--- src/rtl/rc4_pkg.sv ---
// Shared RC4 definitions used by the initializer, key scheduler and PRGA stages.
package rc4_pkg;

    localparam int S_SIZE = 256;

    typedef enum logic [3:0] {
        KSA_IDLE,
        KSA_RD_SI,
        KSA_WT_SI,
        KSA_CALC_J,
        KSA_RD_SJ,
        KSA_WT_SJ,
        KSA_WR_SI,
        KSA_WR_SJ,
        KSA_DONE
    } ksa_state_t;

endpackage

--- src/rtl/trap_edge.sv ---
// Rising-edge detector: pulses rise for the cycle in which signal_in is high
// but was low at the previous clock edge.
module trap_edge (
    input  logic clk,
    input  logic reset,
    input  logic signal_in,
    output logic rise
);

    logic prev_q;

    always_ff @(posedge clk or posedge reset) begin
        if (reset) prev_q <= 1'b0;
        else       prev_q <= signal_in;
    end

    assign rise = signal_in & ~prev_q;

endmodule

--- src/rtl/key_scheduler.sv ---
// RC4 key-scheduling stage: walks i over the S RAM, accumulates j and swaps
// S[i]/S[j] through the shared single-port RAM master port.
module key_scheduler
    import rc4_pkg::*;
#(
    parameter int RAM_WIDTH        = 8,
    parameter int RAM_LENGTH       = 8,
    parameter int KEY_LENGTH       = 3,
    parameter int RAM_READ_LATENCY = 1
) (
    input  logic                             clk,
    input  logic                             reset,
    input  logic                             start,
    input  logic [KEY_LENGTH*RAM_WIDTH-1:0]  secret_key,
    output logic                             finished,
    output logic                             write_enable,
    output logic [RAM_WIDTH-1:0]             ram_in,
    output logic [RAM_LENGTH-1:0]            address,
    input  logic [RAM_WIDTH-1:0]             ram_out
);

    localparam int KIDX_W = (KEY_LENGTH > 1) ? $clog2(KEY_LENGTH) : 1;
    localparam int WAIT_W = (RAM_READ_LATENCY > 1) ? $clog2(RAM_READ_LATENCY) : 1;
    localparam logic [RAM_LENGTH:0]  I_LAST    = {1'b0, {RAM_LENGTH{1'b1}}};
    localparam logic [KIDX_W-1:0]    KIDX_LAST = KIDX_W'(KEY_LENGTH - 1);
    localparam logic [WAIT_W-1:0]    WAIT_LAST = WAIT_W'(RAM_READ_LATENCY - 1);

    ksa_state_t                      state_q, state_d;
    logic [RAM_LENGTH:0]             i_q, i_d;
    logic [RAM_LENGTH-1:0]           j_q, j_d;
    logic [KIDX_W-1:0]               kidx_q, kidx_d;
    logic [WAIT_W-1:0]               wait_q, wait_d;
    logic [KEY_LENGTH*RAM_WIDTH-1:0] key_q, key_d;
    logic [RAM_WIDTH-1:0]            si_q, si_d, sj_q, sj_d;
    logic [RAM_LENGTH-1:0]           address_q, address_d;
    logic [RAM_WIDTH-1:0]            ram_in_q, ram_in_d;
    logic                            we_q, we_d, fin_q, fin_d;
    logic                            start_rise;

    function automatic logic [RAM_WIDTH-1:0] key_byte(
        input logic [KEY_LENGTH*RAM_WIDTH-1:0] key,
        input logic [KIDX_W-1:0]               k
    );
        logic [RAM_WIDTH-1:0] b;
        b = '0;
        for (int n = 0; n < KEY_LENGTH; n++)
            if (k == KIDX_W'(n)) b = key[(KEY_LENGTH-1-n)*RAM_WIDTH +: RAM_WIDTH];
        return b;
    endfunction

    trap_edge u_start_edge (
        .clk       (clk),
        .reset     (reset),
        .signal_in (start),
        .rise      (start_rise)
    );

    always_comb begin
        state_d = state_q;
        i_d     = i_q;
        j_d     = j_q;
        kidx_d  = kidx_q;
        wait_d  = wait_q;
        key_d   = key_q;
        si_d    = si_q;
        sj_d    = sj_q;
        case (state_q)
            KSA_IDLE: if (start_rise) begin
                key_d   = secret_key;
                i_d     = '0;
                j_d     = '0;
                kidx_d  = '0;
                state_d = KSA_RD_SI;
            end
            KSA_RD_SI: begin
                wait_d  = '0;
                state_d = KSA_WT_SI;
            end
            KSA_WT_SI: if (wait_q == WAIT_LAST) begin
                si_d    = ram_out;
                state_d = KSA_CALC_J;
            end else begin
                wait_d  = wait_q + 1'b1;
            end
            KSA_CALC_J: begin
                j_d     = j_q + RAM_LENGTH'(si_q) + RAM_LENGTH'(key_byte(key_q, kidx_q));
                state_d = KSA_RD_SJ;
            end
            KSA_RD_SJ: begin
                wait_d  = '0;
                state_d = KSA_WT_SJ;
            end
            KSA_WT_SJ: if (wait_q == WAIT_LAST) begin
                sj_d    = ram_out;
                state_d = KSA_WR_SI;
            end else begin
                wait_d  = wait_q + 1'b1;
            end
            KSA_WR_SI: state_d = KSA_WR_SJ;
            KSA_WR_SJ: if (i_q == I_LAST) begin
                state_d = KSA_DONE;
            end else begin
                i_d     = i_q + 1'b1;
                kidx_d  = (kidx_q == KIDX_LAST) ? '0 : kidx_q + 1'b1;
                state_d = KSA_RD_SI;
            end
            KSA_DONE: state_d = KSA_IDLE;
            default:  state_d = KSA_IDLE;
        endcase

        // Outputs are registered, so they are derived from the state being entered.
        address_d = address_q;
        ram_in_d  = ram_in_q;
        we_d      = 1'b0;
        fin_d     = 1'b0;
        case (state_d)
            KSA_IDLE:  address_d = '0;
            KSA_RD_SI: address_d = i_d[RAM_LENGTH-1:0];
            KSA_RD_SJ: address_d = j_d;
            KSA_WR_SI: begin
                address_d = i_d[RAM_LENGTH-1:0];
                ram_in_d  = sj_d;
                we_d      = 1'b1;
            end
            KSA_WR_SJ: begin
                address_d = j_d;
                ram_in_d  = si_d;
                we_d      = 1'b1;
            end
            KSA_DONE: begin
                address_d = '0;
                fin_d     = 1'b1;
            end
            default: ;
        endcase
    end

    always_ff @(posedge clk or posedge reset) begin
        if (reset) begin
            state_q   <= KSA_IDLE;
            i_q       <= '0;
            j_q       <= '0;
            kidx_q    <= '0;
            wait_q    <= '0;
            address_q <= '0;
            ram_in_q  <= '0;
            we_q      <= 1'b0;
            fin_q     <= 1'b0;
        end else begin
            state_q   <= state_d;
            i_q       <= i_d;
            j_q       <= j_d;
            kidx_q    <= kidx_d;
            wait_q    <= wait_d;
            address_q <= address_d;
            ram_in_q  <= ram_in_d;
            we_q      <= we_d;
            fin_q     <= fin_d;
        end
    end

    // Pure data holding registers; every use is qualified by the FSM state.
    always_ff @(posedge clk) begin
        key_q <= key_d;
        si_q  <= si_d;
        sj_q  <= sj_d;
    end

    assign address      = address_q;
    assign ram_in       = ram_in_q;
    assign write_enable = we_q;
    assign finished     = fin_q;

endmodule
--- config.mk ---
export PLATFORM = sky130hd
export DESIGN_NAME = key_scheduler
export DESIGN_NICKNAME = d
export VERILOG_FILES = /design/src/rtl/rc4_pkg.sv /design/src/rtl/trap_edge.sv /design/src/rtl/key_scheduler.sv
export SDC_FILE = /design/constraint.sdc
export NUM_CORES = 1
export LEC_CHECK = 0
export CAP_MARGIN = 20
export CELL_PAD_IN_SITES_DETAIL_PLACEMENT = 1
export CELL_PAD_IN_SITES_GLOBAL_PLACEMENT = 1
export CORE_MARGIN = 4
export CORE_UTILIZATION = 39
export DETAILED_ROUTE_END_ITERATION = 8
export PLACE_DENSITY_LB_ADDON = 0.1
export SETUP_SLACK_MARGIN = 0.5
export SLEW_MARGIN = 25
export SYNTH_ARGS = -nofsm -noshare
export SYNTH_HDL_FRONTEND = slang
export SYNTH_SLANG_ARGS = --single-unit
--- constraint.sdc ---
create_clock -name clk -period 2.98 [get_ports clk]
set_input_delay 0.298 -clock clk [delete_from_list [all_inputs] [get_ports clk]]
set_output_delay 0.298 -clock clk [all_outputs]
set_load 0.05 [all_outputs]
==> flow_summary_export.csv, run 1 <==
group,metric,value,unit
sta,whs,0.398,ns
finish,final_cell_area,4690,um^2
detailed_routing,first_iter_violations,32,
global_route,grt_pass1_wl,14.4,mm
synth,synth_warnings,0,
synth,avgSynthCellArea,11.6,um^2
synth,synthSimpleGateAreaFrac,12.3,%
synth,synth_flop_cell,"dfrtp_1",
critical_path,reg2reg_from,"kidx_q[1]",
synth,synth.top_cell.area_share,28.5,%
finish,drive_gt1_share,15.7,%
global_route,grt_busiest_layer,"met2",
synth,yosysMostFrequentCell,"dfrtp_1",
sta,fmaxAchievable,339,MHz
min_path,hp-class,"input pin to asynchronous set/reset pin",
run_status,status,"finished clean",
global_route,grt_start_max_net_pins,43,
critical_path,r2r-end,"j_q[7]",
critical_path,arrival,3.19,ns
synth,synth_common_cells,"42 x dfrtp_1, 24 x edfxtp_1, 21 x nand2_1, 20 x nor2_1, 17 x o21ai_0",
finish,num-nets-final,428,
sta,period_share,99.0,%
run,cap_violations,0,
sta,rsz0062_at_grt,"yes",
die,start_util,39.9,%
synth,async_reset_ff_share,56.8,%
clocking,clock_latency,0.35,ns
critical_path,worstSetupPathType,"register to register",
die,die_y,105,um
finish,insertedDiodeCount,0,
critical_path,r2r_cells,12,
clocking,path_clk_slew,0.08,ns
power,ir_worst_vdd,0.000311,V
detailed_routing,final_antenna_net_count,0,
synth,synth_cell_types,65,
die,core_region_area,9240,um^2
global_route,grt_use_met3,2.88,%
detailed_routing,wirelength,8.89,mm
die,die-area,11100,um^2
critical_path,cp-end-kind,"register",
power,p_per_area,607,nW/um^2
sta,relSlewSlack,41.5,%
global_route,grt_overflow,0,
synth,synth_edf_count,24,
clocking,cts_tree,"done",
critical_path,cp_max_fo,7,
sta,finalClockSkew,0.00886,ns
detailed_routing,first_pass_iters,4,
finish,final.fill_count,988,
sta,setup_tns,0,ns
die,placementRows,35,
clocking,clock-sinks,74,
clocking,cts_buffer_depth,2,
synth,ys_seq_area_share,52.3,%
critical_path,crit_required,3.22,ns
placement,dp_hpwl,6.62,mm
clocking,htreeDepth,3,
detailed_routing,drc,0,
placement,place_ws,-0.0755,ns
placement,gp_congestion,0.810,
synth,synth_area,3690,um^2
sta,min_period,2.95,ns
synth,synth-compound-area-share,17.5,%
synth,synth_top_cell_by_area,"dfrtp_1",
global_route,antenna_found_initial,0,
finish,post-route-util,50.8,%
placement,placed_area,4380,um^2
global_route,use_met1,20.7,%
synth,ys_top_cells_by_area,"dfrtp_1 28%, edfxtp_1 20%, dfxtp_1 4.3%, fa_1 4.3%, mux2i_1 3.5%",
sta,worst_slack,0.0303,ns
detailed_routing,routed_via_density,5.33,
sta,tightest_slew,0.870,ns
synth,synthMuxAreaShare,5.36,%
global_route,gr-usage-all-layers,16.6,%
synth,syn_nets,369,
power,p_leak,1.80,nW
synth,synth_xor_xnor_area_share,1.90,%
synth,synth_seq_cells,74,
finish,area_growth,27.1,%
global_route,grt_pass1_vias,2860,
clocking,cts_made_buffers,9,
synth,synth_top_family_by_area,"compound AO/OA/AOI/OAI gates",
sta,hold_viol,0,
synth,synthCells,319,
clocking,cts_hold_buf,0,
critical_path,rrSetupSlack,0.03,ns
placement,portBuffers,52,
synth,synthAdderAreaFrac,6.71,%
clocking,cts-root-buf,"clkbuf_8",
global_route,gr-usage-met2,29.0,%
die,pin_count,53,
detailed_routing,wl_per_cell,17.4,um
sta,slew_viol_final,0,
detailed_routing,route.vias.total,2727,
critical_path,cp-start-kind,"register",
sta,setup_viol,0,
die,die_width,105,um
## metal layers
metal	share of wire, %	wire length [um]
met1	44	3950
met2	52	4580
met3	2.6	232
met4	1.4	123
met5	0	0
## area by class of cell
| class | instances | area, um^2 | share of cell area [%] |
|---|---|---|---|
| inverter | 16 | 60.1 | 1.28 |
| clock buffer | 9 | 124 | 2.64 |
| clock inverter | 7 | 92.6 | 1.97 |
| sequential | 74 | 1930 | 41.2 |
| tap | 129 | 161 | 3.44 |
| multi-input combinational | 213 | 1710 | 36.4 |
| timing repair buffer | 64 | 614 | 13.1 |
## flip-flops by register name (all words and copies together) (netlist names)
register	flops
si_q	8
i_q	9
finished	1
write_enable	1
j_q	8
key_q	24
address	8
u_start_edge.prev_q	1
kidx_q	2
state_q	4
ram_in	8
## repair_timing
action	CTS	global route
resized for setup	12	6
pin swaps	2	1
setup endpoints to repair	11	11
buffers inserted	1	2
## worst max-delay path: stages (launching register included)
cell	delay, ns
dfrtp_2	0.45
buf_6	0.16
mux2i_1	0.11
nor2_1	0.09
a21oi_1	0.06
fa_1	0.50
inv_2	0.05
fa_2	0.40
a21o_1	0.22
a2111oi_4	0.34
or3_4	0.19
mux2i_2	0.07
a31o_2	0.22
## report_power, final
part           switching, mW  internal (mW)
clock                  0.394          0.470
sequential            0.0560           1.11
combinational          0.427          0.388
## kinds of logic after synthesis
| logic type | after synthesis |
|---|---|
| xor+xnor | 8 |
| fa+ha+maj | 15 |
| compound gates | 86 |
| simple gates | 85 |
| flops | 74 |
| mux | 19 |
| buf+inv | 32 |
## through the flow
stage | total power [mW] | cells
finish | 2.85 | 512
global route | 3.01 | 512
CTS | 2.82 | 510
detailed placement | 1.88 | 493
global placement | 1.86 | 493
floorplan | 1.66 | 319
## worst max path at each step
stage	slack, ns	startpoint	depth (start not counted)	to
after floorplan	0.17	kidx_q[1]	13	j_q[7]
after global placement	0.02	kidx_q[1]	11	j_q[7]
after detailed placement	-0.08	kidx_q[1]	11	j_q[7]
after CTS	0.08	kidx_q[1]	12	j_q[7]
after global routing	-0.14	kidx_q[1]	12	j_q[7]
final	0.03	kidx_q[1]	12	j_q[7]
## placed cells by master (no fill, tap or decap), drive strengths merged, types with 10 or more instances in the layout
master / count
nand2: 21
o2bb2ai: 10
nor2: 20
buf: 12
edfxtp: 24
mux2i: 13
inv: 17
dfrtp: 42
clkdlybuf4s50: 52
o21ai: 19
No activity file was read; power rests on OpenSTA's default activity.
==> run 2, diff against run 1 <==
Settings changed: CORE_ASPECT_RATIO set to 0.9.
==> run 2 against run 1 <==
Sequential power about the same; hold slack worse by 0.084 ns; cell count decreased by 1.4%; die area about the same; clock skew increased by 0.0042 ns; fmax barely moved; first-iteration DRC count rose by 140%; power down 2.0%; sequential share of layout area hardly changed; core utilization grew 0.45 points; critical path type unchanged; highest routed layer unchanged.
==> flow_summary_export.csv, run 2 (synthesized netlist as in run 1, its figures left out) <==
group,metric,value,unit
run_status,status,"finished clean",
clocking,cts_buffer_depth,2,
detailed_routing,wl_met1,4.15,mm
critical_path,worstPathCellList,"nor2b_2 > buf_4 > nand2_1 > o21ai_0 > fa_1 > ha_4 > o21ai_0 > o21bai_1 > mux2i_1 > nand2_1 > o32a_1",
sta,relSlewSlack,46.7,%
sta,setup_viol,0,
critical_path,cp_max_fo,5,
clocking,clock-sinks,74,
global_route,grt_overflow,0,
min_path,hp-class,"input pin to asynchronous set/reset pin",
clocking,path_clk_slew,0.09,ns
critical_path,critPathTopFamily,"adder cells",
power,p_leak,1.78,nW
detailed_routing,final_antenna_net_count,0,
power,ir_worst_vdd,0.000252,V
clocking,cts-root-buf,"clkbuf_8",
detailed_routing,met3WireLength,451,um
sta,tightest_slew,0.794,ns
global_route,gr-usage-all-layers,17.0,%
critical_path,worstSetupPathType,"register to register",
detailed_routing,routed.top_layer,"met4",
die,start_util,40.3,%
global_route,grt_pass1_wl,14.9,mm
sta,setup_tns,0,ns
sta,slew_viol_final,0,
critical_path,cp-start-kind,"register",
power,pwr-share-seq,41.9,%
critical_path,crit_required,3.21,ns
finish,area_growth,27.2,%
finish,top_regs,"key_q (24), i_q (9)",
die,die_width,111,um
power,p_clk_share,28.5,%
power,p_sw_share,31.7,%
detailed_routing,first_pass_iters,4,
finish,drive_gt1_share,16.7,%
detailed_routing,drc,0,
sta,finalClockSkew,0.0131,ns
finish,post-route-util,51.2,%
power,p_comb_share,29.6,%
critical_path,slowest_delay,0.54,ns
critical_path,cp-end-kind,"register",
run,cap_violations,0,
detailed_routing,wl_per_cell,17.9,um
sta,fmaxAchievable,339,MHz
finish,final_cell_mix,"52 x clkdlybuf4s50_1, 39 x dfrtp_1, 24 x edfxtp_1, 21 x nand2_1, 20 x nor2_1",
die,pin_count,53,
power,p_per_area,594,nW/um^2
critical_path,arrival,3.18,ns
clocking,clock_latency,0.35,ns
placement,portBuffers,52,
critical_path,cp_slowest_cell,"fa_1",
die,die_y,100,um
finish,layout.cells.most_common,"clkdlybuf4s50_1",
global_route,grt_pass1_vias,2875,
finish,largest_register_ffs,24,
finish,top_register,"key_q",
power,power.switching,884,uW
clocking,cts_tree,"done",
global_route,grt_start_max_net_pins,27,
clocking,cts_made_buffers,9,
critical_path,reg2reg_from,"kidx_q[0]",
power,finalPower,2.79,mW
detailed_routing,wirelength,9.06,mm
placement,dp_hpwl,6.68,mm
sta,min_period,2.95,ns
detailed_routing,routed_via_density,5.38,
global_route,antenna_found_initial,0,
finish,num-nets-final,428,
die,placementRows,33,
detailed_routing,wl_met2,4.32,mm
placement,gp_congestion,0.877,
critical_path,critical_path_buf_inv_count,1,
clocking,htreeDepth,3,
sta,period_share,99.0,%
die,core_region_area,9170,um^2
finish,insertedDiodeCount,0,
sta,rsz0062_at_grt,"yes",
power,p_int,1.91,mW
critical_path,crit_path_start,"kidx_q[0]",
detailed_routing,route.vias.total,2715,
sta,hold_viol,0,
die,die-area,11100,um^2
detailed_routing,first_iter_violations,77,
==> run 2: power by group through the flow <==
| stage | Sequential, mW | Combinational, mW | Clock [mW] |
|---|---|---|---|
| 2_1_floorplan | 1.20 | 0.468 | 0 |
| 3_3_place_gp | 1.19 | 0.659 | 0 |
| 3_5_place_dp | 1.19 | 0.680 | 0 |
| 4_1_cts | 1.17 | 0.797 | 0.824 |
| 5_1_grt | 1.18 | 0.913 | 0.873 |
| 6_report | 1.17 | 0.826 | 0.796 |
==> run 2: routing by layer <==
metal | vias up | track usage, %
met2 | 72 | 27.9
met3 | 11 | 4.28
met1 | 1340 | 22.5
met5 | - | 0
li1 | 1292 | -
met4 | 0 | 5.02
==> run 2: layout make-up <==
type                       count  area, um^2
fill                        1024        4470
sequential                    74        1940
multi-input combinational    213        1730
clock buffer                   9         124
clock inverter                 7        76.3
timing repair buffer          64         618
inverter                      16        61.3
tap                          122         153
==> run 2: worst reg2reg max path: cells and delay by family, from the launching register on <==
| family | cells | cell delay [ns] |
|---|---|---|
| flops | 1 | 0.41 |
| compound gates | 4 | 0.80 |
| simple gates | 3 | 0.35 |
| buf+inv | 1 | 0.16 |
| mux | 1 | 0.25 |
| fa+ha+maj | 2 | 0.87 |
==> run 2: final timing paths <==
| path | to | slack (ns) | cells after the start |
|---|---|---|---|
| setup / recovery | address[6] | 0.03 | 11 |
| hold / removal | address[3] | 0.31 | 2 |
| setup reg to reg | address[6] | 0.03 | 11 |
| hold reg to reg | address[4] | 0.48 | 2 |
| max in group asynchronous | kidx_q[1] | 2.00 | 3 |
| min in group clk | u_start_edge.prev_q | 0.45 | 1 |
==> run 2: timing repair <==
action / CTS / global route
endpoints found under the hold margin: 0 / 0
endpoints found under the setup margin: 12 / 33
setup buffers: 2 / 0
gates resized for setup: 17 / 6
pin swaps: 2 / 5
hold buffers: 0 / 0
==> run 2: per-stage QoR <==
step / hold WS (ns) / setup slack [ns] / area, um^2 / cells
after CTS: 0.370 / 0.0540 / 4670 / 505
after global placement: 0.450 / 0.0767 / 4370 / 487
after global routing: 0.373 / -0.119 / 4690 / 505
after floorplan: 0.329 / 0.169 / 3720 / 319
final: 0.314 / 0.0310 / 4690 / 505
after detailed placement: 0.465 / -0.0319 / 4370 / 487
